[src/rtl/imem_loader.sv]
// Instruction-memory loader: accepts 32-bit words over a valid/ready port and
// writes them byte by byte, little-endian, into the core's instruction memory.
module imem_loader #(
   parameter int MEM_BYTES = 100,
   parameter int BASE_ADDR = 0,
   parameter int LEN_W     = 6
) (
   input  logic             clk,
   input  logic             reset,
   input  logic             start,
   input  logic [LEN_W-1:0] len,
   input  logic             word_valid,
   input  logic [31:0]      word_data,
   output logic             word_ready,
   output logic             mem_we,
   output logic [6:0]       mem_addr,
   output logic [7:0]       mem_wdata,
   output logic             busy,
   output logic             done,
   output logic             error,
   output logic             cpu_hold,
   output logic [LEN_W-1:0] words_written,
   output logic [31:0]      checksum
);

   typedef enum logic [2:0] {
      S_IDLE   = 3'd0,
      S_ACCEPT = 3'd1,
      S_WRITE  = 3'd2,
      S_DONE   = 3'd3,
      S_ERR    = 3'd4
   } state_t;

   localparam logic [31:0]      BASE_W   = 32'(BASE_ADDR);
   localparam logic [31:0]      MEM_W    = 32'(MEM_BYTES);
   localparam logic [6:0]       BASE_A   = 7'(BASE_ADDR);
   localparam logic [LEN_W-1:0] ONE_W    = LEN_W'(1);
   localparam logic [LEN_W-1:0] ZERO_W   = '0;

   state_t           state_reg, state_next;
   logic [LEN_W-1:0] len_reg;
   logic [6:0]       addr_reg;
   logic [1:0]       k_reg;
   logic [31:0]      word_reg;
   logic [LEN_W-1:0] ww_reg;
   logic [31:0]      cks_reg;
   logic             error_reg;
   logic             hold_reg;

   logic [31:0]      span_end;
   logic             too_long;
   logic             can_start;
   logic             start_zero;
   logic             start_err;
   logic             start_ok;
   logic             last_word;
   logic [7:0]       word_bytes [4];

   // End of the requested image, computed wide so large len cannot wrap.
   assign span_end   = BASE_W + (32'(len) << 2);
   assign too_long   = span_end > MEM_W;
   assign can_start  = start && ((state_reg == S_IDLE) || (state_reg == S_ERR));
   assign start_zero = can_start && (len == ZERO_W);
   assign start_err  = can_start && (len != ZERO_W) && too_long;
   assign start_ok   = can_start && (len != ZERO_W) && !too_long;
   assign last_word  = (ww_reg + ONE_W) == len_reg;

   generate
      for (genvar gi = 0; gi < 4; gi++) begin : g_bytes
         assign word_bytes[gi] = word_reg[8*gi +: 8];
      end
   endgenerate

   always_ff @(posedge clk) begin
      if (reset) begin
         state_reg <= S_IDLE;
      end else begin
         state_reg <= state_next;
      end
   end

   always_comb begin
      state_next = state_reg;
      case (state_reg)
         S_IDLE, S_ERR: begin
            if (start_zero) begin
               state_next = S_DONE;
            end else if (start_err) begin
               state_next = S_ERR;
            end else if (start_ok) begin
               state_next = S_ACCEPT;
            end
         end
         S_ACCEPT: begin
            if (word_valid) begin
               state_next = S_WRITE;
            end
         end
         S_WRITE: begin
            if (k_reg == 2'd3) begin
               state_next = last_word ? S_DONE : S_ACCEPT;
            end
         end
         S_DONE:  state_next = S_IDLE;
         default: state_next = S_IDLE;
      endcase
   end

   // Session datapath. A failed range check also re-asserts cpu_hold, since
   // the memory contents can no longer be trusted.
   always_ff @(posedge clk) begin
      if (reset) begin
         len_reg   <= '0;
         addr_reg  <= '0;
         k_reg     <= '0;
         word_reg  <= '0;
         ww_reg    <= '0;
         cks_reg   <= '0;
         error_reg <= 1'b0;
         hold_reg  <= 1'b1;
      end else begin
         case (state_reg)
            S_IDLE, S_ERR: begin
               if (start_err) begin
                  error_reg <= 1'b1;
                  hold_reg  <= 1'b1;
               end else if (start_ok) begin
                  len_reg   <= len;
                  addr_reg  <= BASE_A;
                  ww_reg    <= '0;
                  cks_reg   <= '0;
                  error_reg <= 1'b0;
                  hold_reg  <= 1'b1;
               end
            end
            S_ACCEPT: begin
               if (word_valid) begin
                  word_reg <= word_data;
                  cks_reg  <= cks_reg ^ word_data;
                  k_reg    <= 2'd0;
               end
            end
            S_WRITE: begin
               k_reg <= k_reg + 2'd1;
               if (k_reg == 2'd3) begin
                  ww_reg   <= ww_reg + ONE_W;
                  addr_reg <= addr_reg + 7'd4;
               end
            end
            S_DONE: begin
               hold_reg <= 1'b0;
            end
            default: ;
         endcase
      end
   end

   always_comb begin
      word_ready = 1'b0;
      busy       = 1'b0;
      done       = 1'b0;
      mem_we     = 1'b0;
      mem_addr   = '0;
      mem_wdata  = '0;
      case (state_reg)
         S_ACCEPT: begin
            word_ready = 1'b1;
            busy       = 1'b1;
         end
         S_WRITE: begin
            busy      = 1'b1;
            mem_we    = 1'b1;
            mem_addr  = addr_reg + 7'(k_reg);
            mem_wdata = word_bytes[k_reg];
         end
         S_DONE:  done = 1'b1;
         default: ;
      endcase
   end

   assign error         = error_reg;
   assign cpu_hold      = hold_reg;
   assign words_written = ww_reg;
   assign checksum      = cks_reg;

endmodule
[config.mk]
export PLATFORM = sky130hd
export DESIGN_NAME = imem_loader
export DESIGN_NICKNAME = d
export VERILOG_FILES = /design/src/rtl/imem_loader.sv
export SDC_FILE = /design/constraint.sdc
export NUM_CORES = 1
export LEC_CHECK = 0
export ABC_CLOCK_PERIOD_IN_PS = 3500
export CAP_MARGIN = 20
export CELL_PAD_IN_SITES_DETAIL_PLACEMENT = 0
export CELL_PAD_IN_SITES_GLOBAL_PLACEMENT = 1
export CORE_ASPECT_RATIO = 0.75
export CORE_MARGIN = 2
export CORE_UTILIZATION = 38
export CTS_CLUSTER_SIZE = 10
export DETAILED_ROUTE_END_ITERATION = 8
export GPL_ROUTABILITY_DRIVEN = 0
export GPL_TIMING_DRIVEN = 0
export PLACE_DENSITY = 0.95
export SETUP_SLACK_MARGIN = 0.5
export SYNTH_ARGS = -nofsm -noshare
export SYNTH_HDL_FRONTEND = slang
export SYNTH_SLANG_ARGS = --single-unit
[constraint.sdc]
create_clock -name clk -period 3.5 [get_ports clk]
set_clock_uncertainty 0.2 [all_clocks]
set_input_delay 0.35 -clock clk [delete_from_list [all_inputs] [get_ports clk]]
set_output_delay 0.35 -clock clk [all_outputs]
set_load 0.01 [all_outputs]
==> flow_summary.toml, run 1 <==
[pwr]
pwr_density_cell_nw_per_um2 = 447
worst_ir_drop_vdd_mv = 0.277
p_leak_nw = 1.90

[drt]
detailroute.via_count = 3253
drt-vias-per-instance = 4.90
route.final.wire_length_mm = 10.0
post_drt_wl_per_cell_um = 15.1
final_antenna_net_count = 0
drt-initial-drc-count = 172
drcViolationCount = 0
drt_pass1_iterations = 4

[yosys]
synth_fp_nets = 462
cell_type_contributing_the_most_total_cell_area_after_synthesis = "dfxtp_1"
ff_latch_count_synth = 88
synth_edf_count = 0
synth-main-ff-cell = "dfxtp_1"
ys_async_sr_fraction_pct = 0
syn-instance-count = 417
yosysTopAreaCellShare_pct = 47.2
syn-mean-instance-area_um2 = 8.95
synthTopCellsByCount = "dfxtp_1, nand2_1, nor2_1"
synthTopCellsByArea = "dfxtp_1, xor2_1, nand2_1, a21oi_1, nor2_1"
yosysMostFrequentCell = "dfxtp_1"
synth_sequential_area_ratio_pct = 47.2
ys.warnings.count = 0
synth_cell_types = 39
syn-cell-area_um2 = 3730

[timing]
setup_tns_final_ns = 0
timing.slew.headroom_pct = 63.4
fin_crit_sh_pct = 79.8
slew_viol_final = 0
rsz0062_at_grt = "no"
worstMarginPinSlew_ns = 0.549
max_freq_mhz = 358
report.final.hold_viol_count = 0
post-route-worst-setup-slack_ns = 0.705
timing.final.setup_violations = 0
min_tclk_post_route_ns = 2.79

[floorplanning]
core_area_um2 = 9620
row_count = 31
dieArea_um2 = 10600
die_h_um = 89.8
floorplan.die.width_um = 118
ios = 101
initial_core_util_pct = 38.8

[worst_setup_path]
cells_along_the_critical_path = "buf_4 -> nand2_1 -> inv_2 -> clkbuf_2 -> and2_1 -> clkdlybuf4s50_1"
worstSetupEndpointType = "primary output"
path_delay_family = "buffers and inverters"
critical_path_arrival_ns = 2.24
worst_r2r_path_depth = 6
worst-endpoint-required_ns = 2.95
cp_max_fo = 10
slowest_stage = "clkdlybuf4s50_1"
worst_path_depth = 6
cp-start-kind = "register"
criticalPathCategory = "register to primary output"
cpPeakStageDelay_ns = 0.54
worst-path-buf-inv = 4

[finish]
regArea_um2 = 1760
post_layout_nonfiller_instances = 664
num-nets-final = 572
fraction_of_layout_cells_with_a_size_suffix_above_1_pct = 8.83
multiInputGateArea_um2 = 1830
layout-area-overhead-vs-synth_pct = 39.9
num_antenna_cells = 0
final.fill_count = 902

[clock_tree]
tritoncts_clock_tree = "yes"
worstSkewPairLatency_ns = 0.33
cts_buffers = 9
clk_transition_reported_paths_ns = 0.06
clkSinkCount = 88
clock_path_buffers = 2
cts_root_buf = "clkbuf_16"
clock_tree.htree_level_count = 3
postCtsHoldBufs = 0

[place]
port-buffer-count = 99
detailedPlacementHpwl_mm = 7.44
placement.setup.worst_slack_ns = 0.899
placedCellCount = 648

[grt]
grt_pass1_vias = 3179
grt_start_max_net_pins = 16
grt.overflow.total = 0
groute.usage.overall_pct = 19.5
grt_pass1_wl_mm = 16.5
antenna_found_initial = 0

[run_status]
run_status = "finished clean"

[min_path]
hold_class = "register to register"
min_path_cells = 2

[run]
cap_viol_max_count = 0
stage by stage:
step                hold slack, ns  utilization, %  power [mW]  instance area, µm²
floorplan                    0.220               -        1.19                3730
CTS                          0.256            54.2        2.35                5220
finish                       0.254            54.3        2.33                5220
global placement             0.232            50.8        1.30                4890
detailed placement           0.242            50.8        1.30                4890
global route                 0.276            54.3        2.41                5220
path summary, 6_finish.rpt:
check,from,end,slack (ns)
worst max-delay path,state_reg[1],mem_addr[0],0.71
worst min-delay path,word_reg[21],word_reg[21],0.25
worst max register to register,words_written[0],state_reg[1],1.34
worst min register to register,word_reg[21],word_reg[21],0.25
where the power goes:
part           internal (mW)  total, mW  switching [mW]
clock                  0.649       1.05           0.403
sequential              1.03       1.05          0.0202
combinational          0.117      0.232           0.115
cells by family after synthesis:
kind of cell	synth area share, %
compound gates	10.8
xor+xnor	9.86
fa+ha+maj	1.01
buf+inv	3.85
flops	47.2
mux	4.83
simple gates	22.5
placed cells by master, fill, tap and decap left out, drive strengths merged:
master         Yosys  final
mux4               8      8
a31oi              3      3
a31o               1      1
nor2b              2      2
nand2             82     82
nor2              53     53
a2111oi            1      1
o21bai             1      1
clkinv             0      1
clkdlybuf4s50      0     99
a211oi             2      2
o21ai              6      6
xnor2              3      3
and2              19     19
nor4b              2      2
or3                1      1
dfxtp             88     88
clkbuf            11     21
bufinv             0      2
nor4               1      1
inv                2      4
buf               12     12
nand3              9      9
clkinvlp           0      1
nor3               1      1
nand4              3      3
or2                2      2
nand2b             6      6
xor2              39     39
nor3b              1      1
a311oi             4      4
a21oi             50     50
and3b              1      1
ha                 3      3
timing repair:
action                     4_1_cts  5_1_grt
setup endpoints to repair        0       11
gates resized for setup          0        4
buffers inserted                 0        0
worst reg2reg max path, delay by kind of cell, from the launching register on:
family / cells / cell delay (ns)
simple gates: 3 / 0.60
compound gates: 2 / 0.53
flops: 1 / 0.39
fa+ha+maj: 1 / 0.30
final cells by class:
class	instances	share of cell area, %
Inverter	2	0.144
Tap cell	132	3.16
Buffer	23	2.66
Multi-Input combinational cell	304	35.0
Clock inverter	6	1.73
Clock buffer	10	4.58
Sequential cell	88	33.7
Timing Repair Buffer	99	19.0
routing by layer:
metal  wire length [µm]  vias up  global-route usage (%)
li1                   -     1604                       -
met1               4520     1511                    25.8
met2               4490      124                    30.5
met3                828       14                    5.90
met4                174        0                    6.55
met5                  0        -                       0
Power figures use the tool's default switching activity.
==> run 2: changes to the inputs <==
Settings changed: ABC_CLOCK_PERIOD_IN_PS 3500 to 2300, CORE_UTILIZATION 38 to 32, PLACE_DENSITY 0.95 to 0.87.
Clock period 3.5 ns to 2.3 ns, I/O delays scaled along.
==> run 2 against run 1 <==
Final cell count grew 9.2%. Die area grew 18%. Largest power group unchanged. Clock power grew 41%. Core utilization grew 2.8 points. Wire length grew 23%. Critical path depth shrank 2. Flip-flop and latch count is the same. Hold slack lost 0.24 ns. First-iteration DRC count shrank 14%. Setup slack lost 0.47 ns.
==> flow_summary.toml, run 2 (synthesis results as in run 1) <==
[worst_setup_path]
path_delay_family = "multiplexers"
slowest_stage = "mux4_2"
cpPeakStageDelay_ns = 0.51
critical_path_arrival_ns = 1.64
worstSetupEndpointType = "primary output"
cp_max_fo = 5
cells_along_the_critical_path = "buf_8 -> mux4_2 -> and2_4 -> buf_2"
criticalPathCategory = "register to primary output"
cp-start-kind = "register"
worst-path-buf-inv = 2
worst-endpoint-required_ns = 1.87

[place]
placement.setup.worst_slack_ns = -0.153
detailedPlacementHpwl_mm = 7.65
port-buffer-count = 99
total_cell_area_at_the_placement_stage_um2 = 4920
placedCellCount = 660

[floorplanning]
core_area_um2 = 11500
row_count = 34
floorplan.die.width_um = 129
ios = 101
initial_core_util_pct = 32.5
die_h_um = 97.5
dieArea_um2 = 12600

[finish]
layout.cells.most_common_list = "dfxtp_1, clkdlybuf4s50_1, nand2_1"
post_layout_nonfiller_instances = 725
fraction_of_layout_cells_with_a_size_suffix_above_1_pct = 37.5
post-route-util_pct = 57.1
layout-area-overhead-vs-synth_pct = 75.8
num_antenna_cells = 0
layout.cell_area.non_filler_um2 = 6560
num-nets-final = 621
mostFrequentLayoutCell = "dfxtp_1"

[clock_tree]
clk_transition_reported_paths_ns = 0.07
tritoncts_clock_tree = "yes"
postCtsHoldBufs = 0
clkSinkCount = 88
worstSkewPairLatency_ns = 0.34
cts_buffers = 9
clock_path_buffers = 2
cts_root_buf = "clkbuf_16"
clock_tree.htree_level_count = 3

[grt]
antenna_found_initial = 0
grt_pass1_wl_mm = 17.8
grt.overflow.total = 0
grt_start_max_net_pins = 16
groute.usage.overall_pct = 18.1
grt_pass1_vias = 3480

[timing]
fin_crit_sh_pct = 90.0
min_tclk_post_route_ns = 2.07
report.final.hold_viol_count = 0
post-route-worst-setup-slack_ns = 0.231
final_hold_slack_ns = 0.0171
timing.slew.headroom_pct = 54.2
max_freq_mhz = 483
worstMarginPinSlew_ns = 0.686
timing.final.setup_violations = 0
slew_viol_final = 0
rsz0062_at_grt = "yes"

[run_status]
run_status = "finished clean"

[drt]
drt-initial-drc-count = 148
route.final.wire_length_mm = 12.3
drt-vias-per-instance = 4.88
detailroute.via_count = 3537
drt_pass1_iterations = 4
final_antenna_net_count = 0
post_drt_wl_per_cell_um = 16.9
drcViolationCount = 0

[run]
cap_viol_max_count = 0

[pwr]
p_leak_nw = 2.57
worst_ir_drop_vdd_mv = 0.391
pwr_density_cell_nw_per_um2 = 559

[min_path]
hold_class = "input port to register"
run 2: path summary, 6_finish.rpt:
path | start | to | slack (ns) | depth (start not counted)
max | k_reg[1] | mem_wdata[5] | 0.23 | 4
min | len[0] | len_reg[0] | 0.02 | 3
max reg2reg | words_written[0] | state_reg[1] | 0.38 | 6
min reg2reg | word_reg[0] | word_reg[0] | 0.26 | 2
run 2: metrics by stage:
step | total power [mW] | setup TNS (ns)
2_1_floorplan | 1.81 | 0
3_3_place_gp | 1.98 | -2.54
3_5_place_dp | 1.99 | -4.42
4_1_cts | 3.52 | 0
5_1_grt | 3.80 | 0
6_report | 3.67 | 0
run 2: metal layers:
layer / part of all wire [%] / vias to the layer above / wire length [µm] / GRT usage (%)
li1: - / 1698 / - / -
met3: 6.6 / 28 / 812 / 4.68
met1: 44 / 1690 / 5370 / 24.6
met5: 0 / - / 0 / 0
met2: 47 / 121 / 5760 / 27.7
met4: 2.8 / 0 / 340 / 6.69
run 2: where the power goes:
part	switching, mW	internal (mW)
Combinational	0.275	0.308
Sequential	0.0352	1.57
Clock	0.636	0.849
Total	0.946	2.72
run 2: timing repair:
item                       4_1_cts  5_1_grt
setup buffers                   19       21
gates resized for setup        134      192
cloned                           5        4
setup endpoints to repair       67       95
pin swaps                       18       83
hold endpoints to repair         0        0
run 2: layout make-up:
class                      instances  area [µm²]
fill                             937        4930
timing repair buffer             148        1560
sequential                        88        1780
buffer                            23         283
clock inverter                     6        68.8
inverter                           2        15.0
clock buffer                      10         229
multi-input combinational        304        2440
tap                              144         180
run 2: tightest hold or removal path, cell delays in order:
cell            delay [ns]
dlymetal6s2s_1        0.15
nand3_1               0.08
a21oi_1               0.05
==> run 3: changes to the inputs <==
Settings changed: ABC_CLOCK_PERIOD_IN_PS 2300 to 1750, CORE_MARGIN 2 to default.
Clock period 2.3 ns to 1.75 ns, I/O delays scaled along.
==> run 3 against run 2 <==
The flow now finishes with violations (setup timing). Via count up 5.4%. Design area up 7.8%. Flip-flop and latch count unchanged. Largest cell class unchanged.
==> flow_summary.toml, run 3 (synthesis results as in run 1) <==
[worst_setup_path]
worstSetupEndpointType = "primary output"
timing.critical_path.from = "k_reg[1]"
cpPeakStageDelay_ns = 0.49
cells_along_the_critical_path = "buf_12 -> buf_12 -> mux4_2 -> and2_4 -> buf_6"
criticalPathCategory = "register to primary output"
cp-start-kind = "register"
worst-endpoint-required_ns = 1.37
cp_max_fo = 5
regToRegStartpoint = "words_written[0]"
slowest_stage = "mux4_2"
critical_path_arrival_ns = 1.71
critical_path.most_common_cell = "buf_12"

[clock_tree]
clock_path_buffers = 2
clk_transition_reported_paths_ns = 0.06
cts_buffers = 9
tritoncts_clock_tree = "yes"
worstSkewPairLatency_ns = 0.34
cts_root_buf = "clkbuf_16"
clkSinkCount = 88
clock_tree.htree_level_count = 3

[finish]
mostFrequentLayoutCell = "dfxtp_1"
layout-area-overhead-vs-synth_pct = 89.4
final.fill_count = 840
num_antenna_cells = 0
fraction_of_layout_cells_with_a_size_suffix_above_1_pct = 57.3
post-route-util_pct = 63.4
num-nets-final = 652
layout.cells.most_common_list = "dfxtp_1, buf_6, nor2_1"

[floorplanning]
initial_core_util_pct = 33.5
dieArea_um2 = 12100
row_count = 33
core_area_um2 = 11100
floorplan.die.width_um = 127
ios = 101
die_h_um = 95.5

[timing]
post-route-worst-setup-slack_ns = -0.340
report.final.hold_viol_count = 0
max_freq_mhz = 479
worstMarginPinSlew_ns = 0.837
slew_viol_final = 0
min_tclk_post_route_ns = 2.09
rsz0062_at_grt = "yes"
timing.slew.headroom_pct = 44.2
fin_crit_sh_pct = 119
timing.final.setup_violations = 77
final_hold_slack_ns = 0.171
setup_tns_final_ns = -7.96

[grt]
groute.usage.overall_pct = 21.7
grt_pass1_wl_mm = 19.5
antenna_found_initial = 0
grt.overflow.total = 0
grt_pass1_vias = 3608
grt_start_max_net_pins = 15

[run]
cap_viol_max_count = 0

[drt]
drt-initial-drc-count = 167
drcViolationCount = 0
detailroute.via_count = 3729
drt_pass1_iterations = 4
route.final.wire_length_mm = 13.3
final_antenna_net_count = 0
drt-vias-per-instance = 4.97
post_drt_wl_per_cell_um = 17.7

[pwr]
p_leak_nw = 2.94
pwr_density_cell_nw_per_um2 = 691
worst_ir_drop_vdd_mv = 0.471

[min_path]
hold_class = "input port to register"
hold_path_startpoint = "len[3]"

[place]
port-buffer-count = 99
detailedPlacementHpwl_mm = 7.73

[run_status]
run_status = "finished with violations"
failed_checks = "setup timing"
==> run 3: cell count changes in the layout (fill, tap and decap cells not counted), moves of 9 or more <==
cell	change
clkdlybuf4s50_1	-40
buf_2	+32
a21oi_1	-29
a21oi_2	+28
buf_6	+26
dfxtp_1	-23
dfxtp_2	+19
nand2_1	-10
buf_12	+9
==> run 3: path summary, 6_finish.rpt <==
check	to	slack, ns	cells past startpoint
hold reg to reg	len_reg[5]	0.26	2
hold / removal	len_reg[3]	0.17	3
setup / recovery	mem_wdata[0]	-0.34	5
setup reg to reg	state_reg[1]	-0.21	6
==> run 3: metal layers <==
metal | wire, µm | vias up | GRT usage (%) | part of all wire (%)
li1 | - | 1769 | - | -
met1 | 5910 | 1792 | 27.7 | 45
met2 | 6200 | 140 | 35.6 | 47
met3 | 865 | 28 | 5.84 | 6.5
met4 | 287 | 0 | 7.24 | 2.2
met5 | 0 | - | 0 | 0
==> run 3: cell type report <==
cell class | instances | area (µm²) | area share (%)
Timing Repair Buffer | 179 | 1840 | 26.0
Clock inverter | 4 | 47.5 | 0.672
Inverter | 2 | 15.0 | 0.212
Clock buffer | 11 | 233 | 3.29
Buffer | 23 | 318 | 4.49
Sequential cell | 88 | 1820 | 25.8
Tap cell | 140 | 175 | 2.48
Multi-Input combinational cell | 304 | 2620 | 37.1
==> run 3: timing repair <==
action                     CTS  global route
setup endpoints to repair  147           114
hold endpoints to repair     0             2
hold buffers                 0             2
buffers inserted            53            17
cloned                       8             0
pin swaps                   40            38
resized for setup          381            59
==> run 3: per-stage QoR <==
step                      power [mW]  std cells  instance area (µm²)  setup WS (ns)
after floorplan                 2.47        417                 4300        -0.0321
after detailed placement        2.73        656                 5460         -0.654
after global placement          2.72        656                 5460         -0.616
final                           4.88        751                 7070         -0.340
after global routing            5.05        751                 7070         -0.395
after CTS                       4.79        732                 6650         -0.328
==> run 3: report_power, final <==
| part | total (mW) | internal (mW) | switching, mW |
|---|---|---|---|
| sequential | 2.10 | 2.05 | 0.0455 |
| clock | 1.88 | 1.09 | 0.781 |
| combinational | 0.906 | 0.486 | 0.420 |
==> run 3: worst max-delay path: cells and delay by family, from the launching register on <==
kind | cells | cell delay [ns]
muxes | 1 | 0.49
DFF | 1 | 0.39
buffers and inverters | 3 | 0.34
and+or+nand+nor | 1 | 0.15
